File: src/rtl/vx_packet_arbiter.sv
// Packet-granular least-recently-granted arbiter with a single registered output stage.
// Optional build macro VX_PACKET_ARB_PERF_EN adds the perf_stalls / perf_packets counters.
module vx_packet_arbiter #(
  parameter int NUM_REQS     = 4,
  parameter int DATAW        = 32,
  parameter int LOG_NUM_REQS = (NUM_REQS > 1) ? $clog2(NUM_REQS) : 1
) (
  input  logic                      clk,
  input  logic                      reset,
  input  logic [NUM_REQS-1:0]       valid_in,
  input  logic [NUM_REQS*DATAW-1:0] data_in,
  input  logic [NUM_REQS-1:0]       last_in,
  output logic [NUM_REQS-1:0]       ready_in,
  output logic                      valid_out,
  output logic [DATAW-1:0]          data_out,
  output logic                      last_out,
  output logic [LOG_NUM_REQS-1:0]   sel_out,
  input  logic                      ready_out,
  output logic                      locked
`ifdef VX_PACKET_ARB_PERF_EN
  ,
  output logic [31:0]               perf_stalls,
  output logic [31:0]               perf_packets
`endif
);

  typedef enum logic {
    ST_IDLE = 1'b0,
    ST_LOCK = 1'b1
  } state_t;

  state_t                    state_reg, state_next;
  logic [LOG_NUM_REQS-1:0]   lock_idx_reg, lock_idx_next;

  logic                      valid_out_reg;
  logic [DATAW-1:0]          data_out_reg;
  logic                      last_out_reg;
  logic [LOG_NUM_REQS-1:0]   sel_out_reg;

  logic [NUM_REQS-1:0]       grant;
  logic [LOG_NUM_REQS-1:0]   grant_idx;
  logic [NUM_REQS-1:0]       lock_onehot;
  logic [NUM_REQS-1:0]       sel_onehot;
  logic [LOG_NUM_REQS-1:0]   sel_idx;
  logic                      stage_free;
  logic                      accept;
  logic                      accept_last;
  logic                      prio_update;
  logic [DATAW-1:0]          data_mux;

  // Least-recently-granted winner: pairwise priority bits, one register per pair i<j.
  generate
    if (NUM_REQS == 1) begin : g_single
      assign grant = valid_in;
    end else begin : g_matrix
      logic [NUM_REQS*NUM_REQS-1:0] beats;

      for (genvar gi = 0; gi < NUM_REQS; gi++) begin : g_row
        for (genvar gj = 0; gj < NUM_REQS; gj++) begin : g_col
          if (gi == gj) begin : g_diag
            assign beats[gi*NUM_REQS+gj] = 1'b1;
          end else if (gi < gj) begin : g_pair
            logic prio_bit_reg;

            always_ff @(posedge clk) begin
              if (reset) begin
                prio_bit_reg <= 1'b1;
              end else if (prio_update) begin
                if (grant[gi]) begin
                  prio_bit_reg <= 1'b0;
                end else if (grant[gj]) begin
                  prio_bit_reg <= 1'b1;
                end
              end
            end

            assign beats[gi*NUM_REQS+gj] = prio_bit_reg;
            assign beats[gj*NUM_REQS+gi] = !prio_bit_reg;
          end
        end

        // Requester gi wins if it beats every other active requester.
        assign grant[gi] = valid_in[gi] && (&(beats[gi*NUM_REQS +: NUM_REQS] | ~valid_in));
      end
    end
  endgenerate

  always_comb begin
    grant_idx = '0;
    for (int i = 0; i < NUM_REQS; i++) begin
      if (grant[i]) begin
        grant_idx = LOG_NUM_REQS'(i);
      end
    end
  end

  always_comb begin
    lock_onehot = '0;
    for (int i = 0; i < NUM_REQS; i++) begin
      lock_onehot[i] = (lock_idx_reg == LOG_NUM_REQS'(i));
    end
  end

  assign stage_free = !valid_out_reg || ready_out;
  assign sel_onehot = (state_reg == ST_LOCK) ? lock_onehot : grant;
  assign sel_idx    = (state_reg == ST_LOCK) ? lock_idx_reg : grant_idx;

  // Held low during reset so nothing is accepted from a packet that is being dropped.
  assign ready_in    = (stage_free && !reset) ? sel_onehot : '0;
  assign accept      = |(valid_in & ready_in);
  assign accept_last = |(valid_in & ready_in & last_in);
  assign prio_update = accept && (state_reg == ST_IDLE);

  always_comb begin
    data_mux = '0;
    for (int i = 0; i < NUM_REQS; i++) begin
      if (ready_in[i]) begin
        data_mux = data_in[i*DATAW +: DATAW];
      end
    end
  end

  always_ff @(posedge clk) begin
    if (reset) begin
      state_reg    <= ST_IDLE;
      lock_idx_reg <= '0;
    end else begin
      state_reg    <= state_next;
      lock_idx_reg <= lock_idx_next;
    end
  end

  always_comb begin
    state_next    = state_reg;
    lock_idx_next = lock_idx_reg;
    case (state_reg)
      ST_IDLE: begin
        if (accept && !accept_last) begin
          state_next    = ST_LOCK;
          lock_idx_next = grant_idx;
        end
      end
      ST_LOCK: begin
        if (accept && accept_last) begin
          state_next = ST_IDLE;
        end
      end
      default: begin
        state_next = ST_IDLE;
      end
    endcase
  end

  // Load on accept, drain when consumed, otherwise hold.
  always_ff @(posedge clk) begin
    if (reset) begin
      valid_out_reg <= 1'b0;
      data_out_reg  <= '0;
      last_out_reg  <= 1'b0;
      sel_out_reg   <= '0;
    end else if (accept) begin
      valid_out_reg <= 1'b1;
      data_out_reg  <= data_mux;
      last_out_reg  <= accept_last;
      sel_out_reg   <= sel_idx;
    end else if (ready_out) begin
      valid_out_reg <= 1'b0;
    end
  end

  assign valid_out = valid_out_reg;
  assign data_out  = data_out_reg;
  assign last_out  = last_out_reg;
  assign sel_out   = sel_out_reg;
  assign locked    = (state_reg == ST_LOCK);

`ifdef VX_PACKET_ARB_PERF_EN
  logic [31:0] perf_stalls_reg;
  logic [31:0] perf_packets_reg;

  always_ff @(posedge clk) begin
    if (reset) begin
      perf_stalls_reg  <= '0;
      perf_packets_reg <= '0;
    end else begin
      if (valid_out_reg && !ready_out) begin
        perf_stalls_reg <= perf_stalls_reg + 32'd1;
      end
      if (valid_out_reg && ready_out && last_out_reg) begin
        perf_packets_reg <= perf_packets_reg + 32'd1;
      end
    end
  end

  assign perf_stalls  = perf_stalls_reg;
  assign perf_packets = perf_packets_reg;
`endif

  // A waiting requester must keep its beat offered until it is accepted.
  generate
    for (genvar gi = 0; gi < NUM_REQS; gi++) begin : g_hold_chk
      a_valid_hold : assert property (@(posedge clk) disable iff (reset)
        (valid_in[gi] && !ready_in[gi]) |=> valid_in[gi]);
    end
  endgenerate

endmodule

File: config.mk
export PLATFORM = sky130hd
export DESIGN_NAME = vx_packet_arbiter
export DESIGN_NICKNAME = d
export VERILOG_FILES = /design/src/rtl/vx_packet_arbiter.sv
export SDC_FILE = /design/constraint.sdc
export NUM_CORES = 1
export LEC_CHECK = 0
export BUFFER_PORTS_ARGS = -buffer_cell sky130_fd_sc_hd__buf_2
export CORE_UTILIZATION = 41
export CTS_CLUSTER_DIAMETER = 60
export CTS_CLUSTER_SIZE = 30
export DETAILED_ROUTE_END_ITERATION = 8
export GPL_TIMING_DRIVEN = 0
export HOLD_SLACK_MARGIN = 0.1
export PLACE_DENSITY = 0.81
export SLEW_MARGIN = 15
export SYNTH_ARGS = -nofsm -noshare
export SYNTH_HDL_FRONTEND = slang
export SYNTH_SLANG_ARGS = --single-unit
File: constraint.sdc
create_clock -name clk -period 2 [get_ports clk]
set_input_delay 0.1 -clock clk [delete_from_list [all_inputs] [get_ports clk]]
set_output_delay 0.1 -clock clk [all_outputs]
set_load 0.005 [all_outputs]
# [After elaboration in Yosys (flattened, before gate mapping)]
# Cells that the tools add are included.
[op_classes] eq_ne=3 mux=24 bitwise=8 n_reduce_logical=39
[ops] cell="32-bit 2-to-1 mux" n=4
[ops] cell="4-bit bitwise OR" n=4
[ops] cell="4-bit AND reduction" n=4
[ops] cell="1-bit 2-to-1 mux" n=14
[ops] cell="2-bit AND reduction" n=7
[ops] cell="2-bit nonzero test" n=7
[ops] cell="1-bit zero test" n=9
[ops] cell="4-bit bitwise AND" n=2
[ops] cell="1-bit logical AND" n=8
[ops] cell="4-bit 2-to-1 mux" n=2
[ops] cell="4-bit OR reduction" n=2
[ops] cell="2-bit 2-to-1 mux" n=3
[ops] cell="2-bit == test (second input constant)" n=2
[ops] cell="4-bit inverter" n=1
[ops] cell="2-bit by 1-bit == test with 1-bit output (second input constant)" n=1
[ops] cell="2-bit zero test" n=1
[ops] cell="1-bit one-hot mux with 2 select lines" n=1
[ops] cell="1-bit logical OR" n=1
[ops] cell="1-bit inverter" n=1
[word_totals] reg_bits=45 in_bits=139 out_inout_bits=41 word_cells=86

# [Logic depth before layout (Yosys ltp)]
[logic_depth] depth_word=13 ltp_mapped=9 depth_no_buf=6

# [Least setup slack after synthesis]
# Ideal clock, no wire load.
[synth_path] path_kind="reg2reg" startpoint="register with a tool-made name" endpoint="register g_matrix.g_row[0].g_col[1].g_pair.prio_bit_reg" arrival_time_ns=1.781 required_time_ns=1.886 slack_ns=0.105 path_stages_with_launch=9 n_path_buf=2 synth_period_minus_slack_ns=1.895 cell_sequence="dfxtp_1 buf_4 nand3b_1 o31ai_1 and3_1 a2111o_2 buf_4 a21o_1 a21o_1"
[synth_rtl] item="end signal, assigned" line="67" rtl="prio_bit_reg <= 1'b1;"
[synth_rtl] item="end signal, assigned" line="70" rtl="prio_bit_reg <= 1'b0;"
[synth_rtl] item="end signal, assigned" line="72" rtl="prio_bit_reg <= 1'b1;"
[synth_rtl] item="end, declared" line="63" rtl="logic prio_bit_reg;"

# [Final worst setup path]
[layout_path] startpoint="register g_matrix.g_row[1].g_col[2].g_pair.prio_bit_reg" endpoint="output port ready_in[1]"
[layout_between] elab_chain_cells=5
[layout_lines] item="start, declared" line="63"
[layout_lines] item="start signal, assigned" line="67"
[layout_lines] item="start signal, assigned" line="70"
[layout_lines] item="start signal, assigned" line="72"
[layout_lines] item="4-bit bitwise OR" line="83" rtl="assign grant[gi] = valid_in[gi] && (&(beats[gi*NUM_REQS +: NUM_REQS] | ~valid_in));"
[layout_lines] item="4-bit AND reduction" line="83"
[layout_lines] item="1-bit logical AND" line="83"
[layout_lines] item="4-bit 2-to-1 mux" line="105" rtl="assign sel_onehot = (state_reg == ST_LOCK) ? lock_onehot : grant;"
[layout_lines] item="4-bit 2-to-1 mux" line="109" rtl="assign ready_in = (stage_free && !reset) ? sel_onehot : '0;"
[layout_lines] item="end, declared" line="13" rtl="output logic [NUM_REQS-1:0] ready_in,"
# Every way passes these cells.

==> results.cfg <==
[outcome]
status = finished, violations left
violations = negative setup slack

[timing]
worst_pin_slew_ns = 0.7030
finalCritPeriodShare_pct = 107.4
fmax_mhz = 465.5
maxSlewViolCount = 0
setup_slack_ns = -0.1484
setup-violations-final = 29
finClkSkew_ns = 0.01288
setup-tns-final_ns = -1.133
period_minus_slack_ns = 2.148
slew_headroom_pct = 53.13
grt_setup_unrepaired = yes
hold_viol = 0

[grt]
grt_max_degree = 14
antenna_found_initial = 0
grt_pass1_wl_um = 14010
grt_pass1_vias = 3005
grtUsageTotal_pct = 28.34
overflow = 0

[synthesis]
synth.distinct_cells = 38
netlist_instances = 271
synth_top_cells_by_count = 45 x dfxtp_1, 39 x nor2_1, 35 x a21oi_1, 33 x a222oi_1, 21 x a211oi_2
async_flop_share_pct = 0
synth_most_common_cell = dfxtp_1
ys_seq_area_share_pct = 36.68
syn_avg_cell_area_um2 = 9.063
synth_ff_type = dfxtp_1
synth_area_leaders = dfxtp_1 37%, a222oi_1 13%, a211oi_2 11%
syn_nets = 410
ys_ff_latch = 45
synth_area_um2 = 2456
ys.warnings.count = 0
synth-edff-count = 0
synth_largest_area_cell = dfxtp_1
synth_top_area_share_pct = 36.68

[cts]
clockBufferDepth = 2
cts_max_level = 2
cts_made_buffers = 5
cts_root_buffer = clkbuf_8
cts_tree = done
cts.sinks = 45
clk_latency_ns = 0.30
clkTransAtPathRegs_ns = 0.08
holdBufCountCts = 0

[placed_design]
gp_congestion = 0.9497
port_buffers = 178
hpwl_um = 6483
dpl_worst_slack_ns = -0.3324

[power_and_ir_drop]
p_leak_uw = 0.001790
power.density_nw_per_um2 = 889.6
peakVddDrop_uv = 492.3

[drt]
dr.pass1.iters = 5
antenna_left = 0
drt-initial-drc-count = 317
routed_wl_um = 9445
route.detailed.drc = 0
vias = 3205
wl_per_cell_um = 17.30
via_per_inst = 5.870

[setup_path]
cp.required_ns = 1.90
crit_slowest_cell = dfxtp_1
start_kind = register
crit_arrival_ns = 2.05
crit_family = compound AO/OA/AOI/OAI gates
critical_path_buf_inv_count = 2
crit_path_max_fanout = 10
setup.worst_path.end_class = output port
crit_type = register to output port
crit_chain = and2b_1 -> a211oi_2 -> nand3_1 -> a21oi_4 -> buf_6 -> buf_2
critPathMaxStageDelay_ns = 0.34

[layout]
syn_to_final_growth_pct = 60.98
drive_gt1_share_pct = 61.31
largest_reg_flops = 32
layout.nets = 611
fin_util_pct = 70.08

[floorplan]
initial_core_util_pct = 43.54
fp-row-count = 27
die_h_um = 79.40
fp.dieW_um = 79.40
io_pins = 180
core_um2 = 5642
dieArea_um2 = 6304

[run]
maxCapViolCount = 0

[min_path]
hold_class = input pin to register
path summary, 6_finish.rpt:
| path | startpoint | cells after the start | end | slack, ns |
|---|---|---|---|---|
| min | data_in[32] | 3 | data_out[0]$_SDFFE_PP0N_ | 0.12 |
| max reg2reg | g_matrix.g_row[1].g_col[2].g_pair.prio_bit_reg$_SDFFE_PP1P_ | 7 | data_out[14]$_SDFFE_PP0N_ | -0.09 |
| max | g_matrix.g_row[1].g_col[2].g_pair.prio_bit_reg$_SDFFE_PP1P_ | 6 | ready_in[1] | -0.15 |
| min reg2reg | data_out[30]$_SDFFE_PP0N_ | 2 | data_out[30]$_SDFFE_PP0N_ | 0.50 |
metal layers:
| metal | GRT usage, % | share of wire [%] |
|---|---|---|
| met2 | 51.38 | 52 |
| met1 | 34.18 | 40 |
| met4 | 8.364 | 2.0 |
| met5 | 0 | 0 |
| met3 | 4.457 | 6.1 |
worst register-to-register path, cell delays in order, from the launching register on:
cell and delay [ns]:
dfxtp_1 0.34, and2b_1 0.21, a211oi_2 0.28, nand3_1 0.29
a21oi_4 0.33, clkbuf_4 0.26, a21oi_1 0.10, a211oi_2 0.22
per-stage QoR:
| step | hold slack (ns) | cells | total power (uW) | cell area, um^2 |
|---|---|---|---|---|
| after global placement | 0.4267 | 521 | 2527 | 3437 |
| after CTS | 0.1197 | 539 | 3282 | 3720 |
| after detailed placement | 0.4252 | 521 | 2564 | 3437 |
| final | 0.1223 | 546 | 3517 | 3954 |
| after global routing | 0.1169 | 545 | 3717 | 3951 |
| after floorplan | 0.2784 | 271 | 2062 | 2456 |
repair_timing:
item,CTS,global route
buffers inserted,9,6
gates cloned,2,1
resized for setup,34,52
endpoints found under the setup margin,47,47
pin swaps,8,25
cells in the final DEF, fill, tap and decap left out, types with 2 or more instances in the layout:
master      n
nor2_1     27
clkbuf_4    2
nand3_1     5
dfxtp_1    40
a21oi_2     2
nor3_2      2
a41oi_1     2
nor2_4      6
nand2_1     5
nor2_2      6
a21oi_1    33
nand4_1     2
clkbuf_2    7
nor2b_1     3
buf_12      2
dfxtp_2     4
nand2b_1    4
a22oi_2     2
a311oi_1    2
a211oi_1    8
o31a_1      2
nand3_2     2
a222oi_1   33
a21oi_4     2
a211oi_2   26
a21o_1      3
clkbuf_1    6
buf_6       6
buf_4      19
nand3b_1    2
clkbuf_8    5
buf_2     180
cell type report:
cell class | count | area [um^2]
Timing Repair Buffer | 195 | 1052
Clock buffer | 7 | 76.32
Multi-Input combinational cell | 196 | 1599
Clock inverter | 1 | 7.507
Buffer | 27 | 203.9
Antenna cell | 1 | 2.502
Sequential cell | 45 | 909.6
Fill cell | 447 | 1688
Inverter | 2 | 12.51
Tap cell | 72 | 90.09
cell families (layout without fill, tap and decap cells):
| kind of cell | count (synthesis) | in the layout | share of synthesized area [%] |
|---|---|---|---|
| AOI/OAI and AO/OA | 126 | 126 | 44.07 |
| buffers and inverters | 30 | 232 | 6.113 |
| DFF | 45 | 45 | 36.68 |
| other | 0 | 1 | 0 |
| and+or+nand+nor | 70 | 70 | 13.14 |
where the power goes:
| part | total [uW] | internal (uW) | switching, uW |
|---|---|---|---|
| logic | 1730 | 851 | 876 |
| registers | 1220 | 1090 | 131 |
| clock network | 566 | 248 | 318 |
| total | 3520 | 2190 | 1320 |
Note: power is estimated with default switching activity, not from simulation.
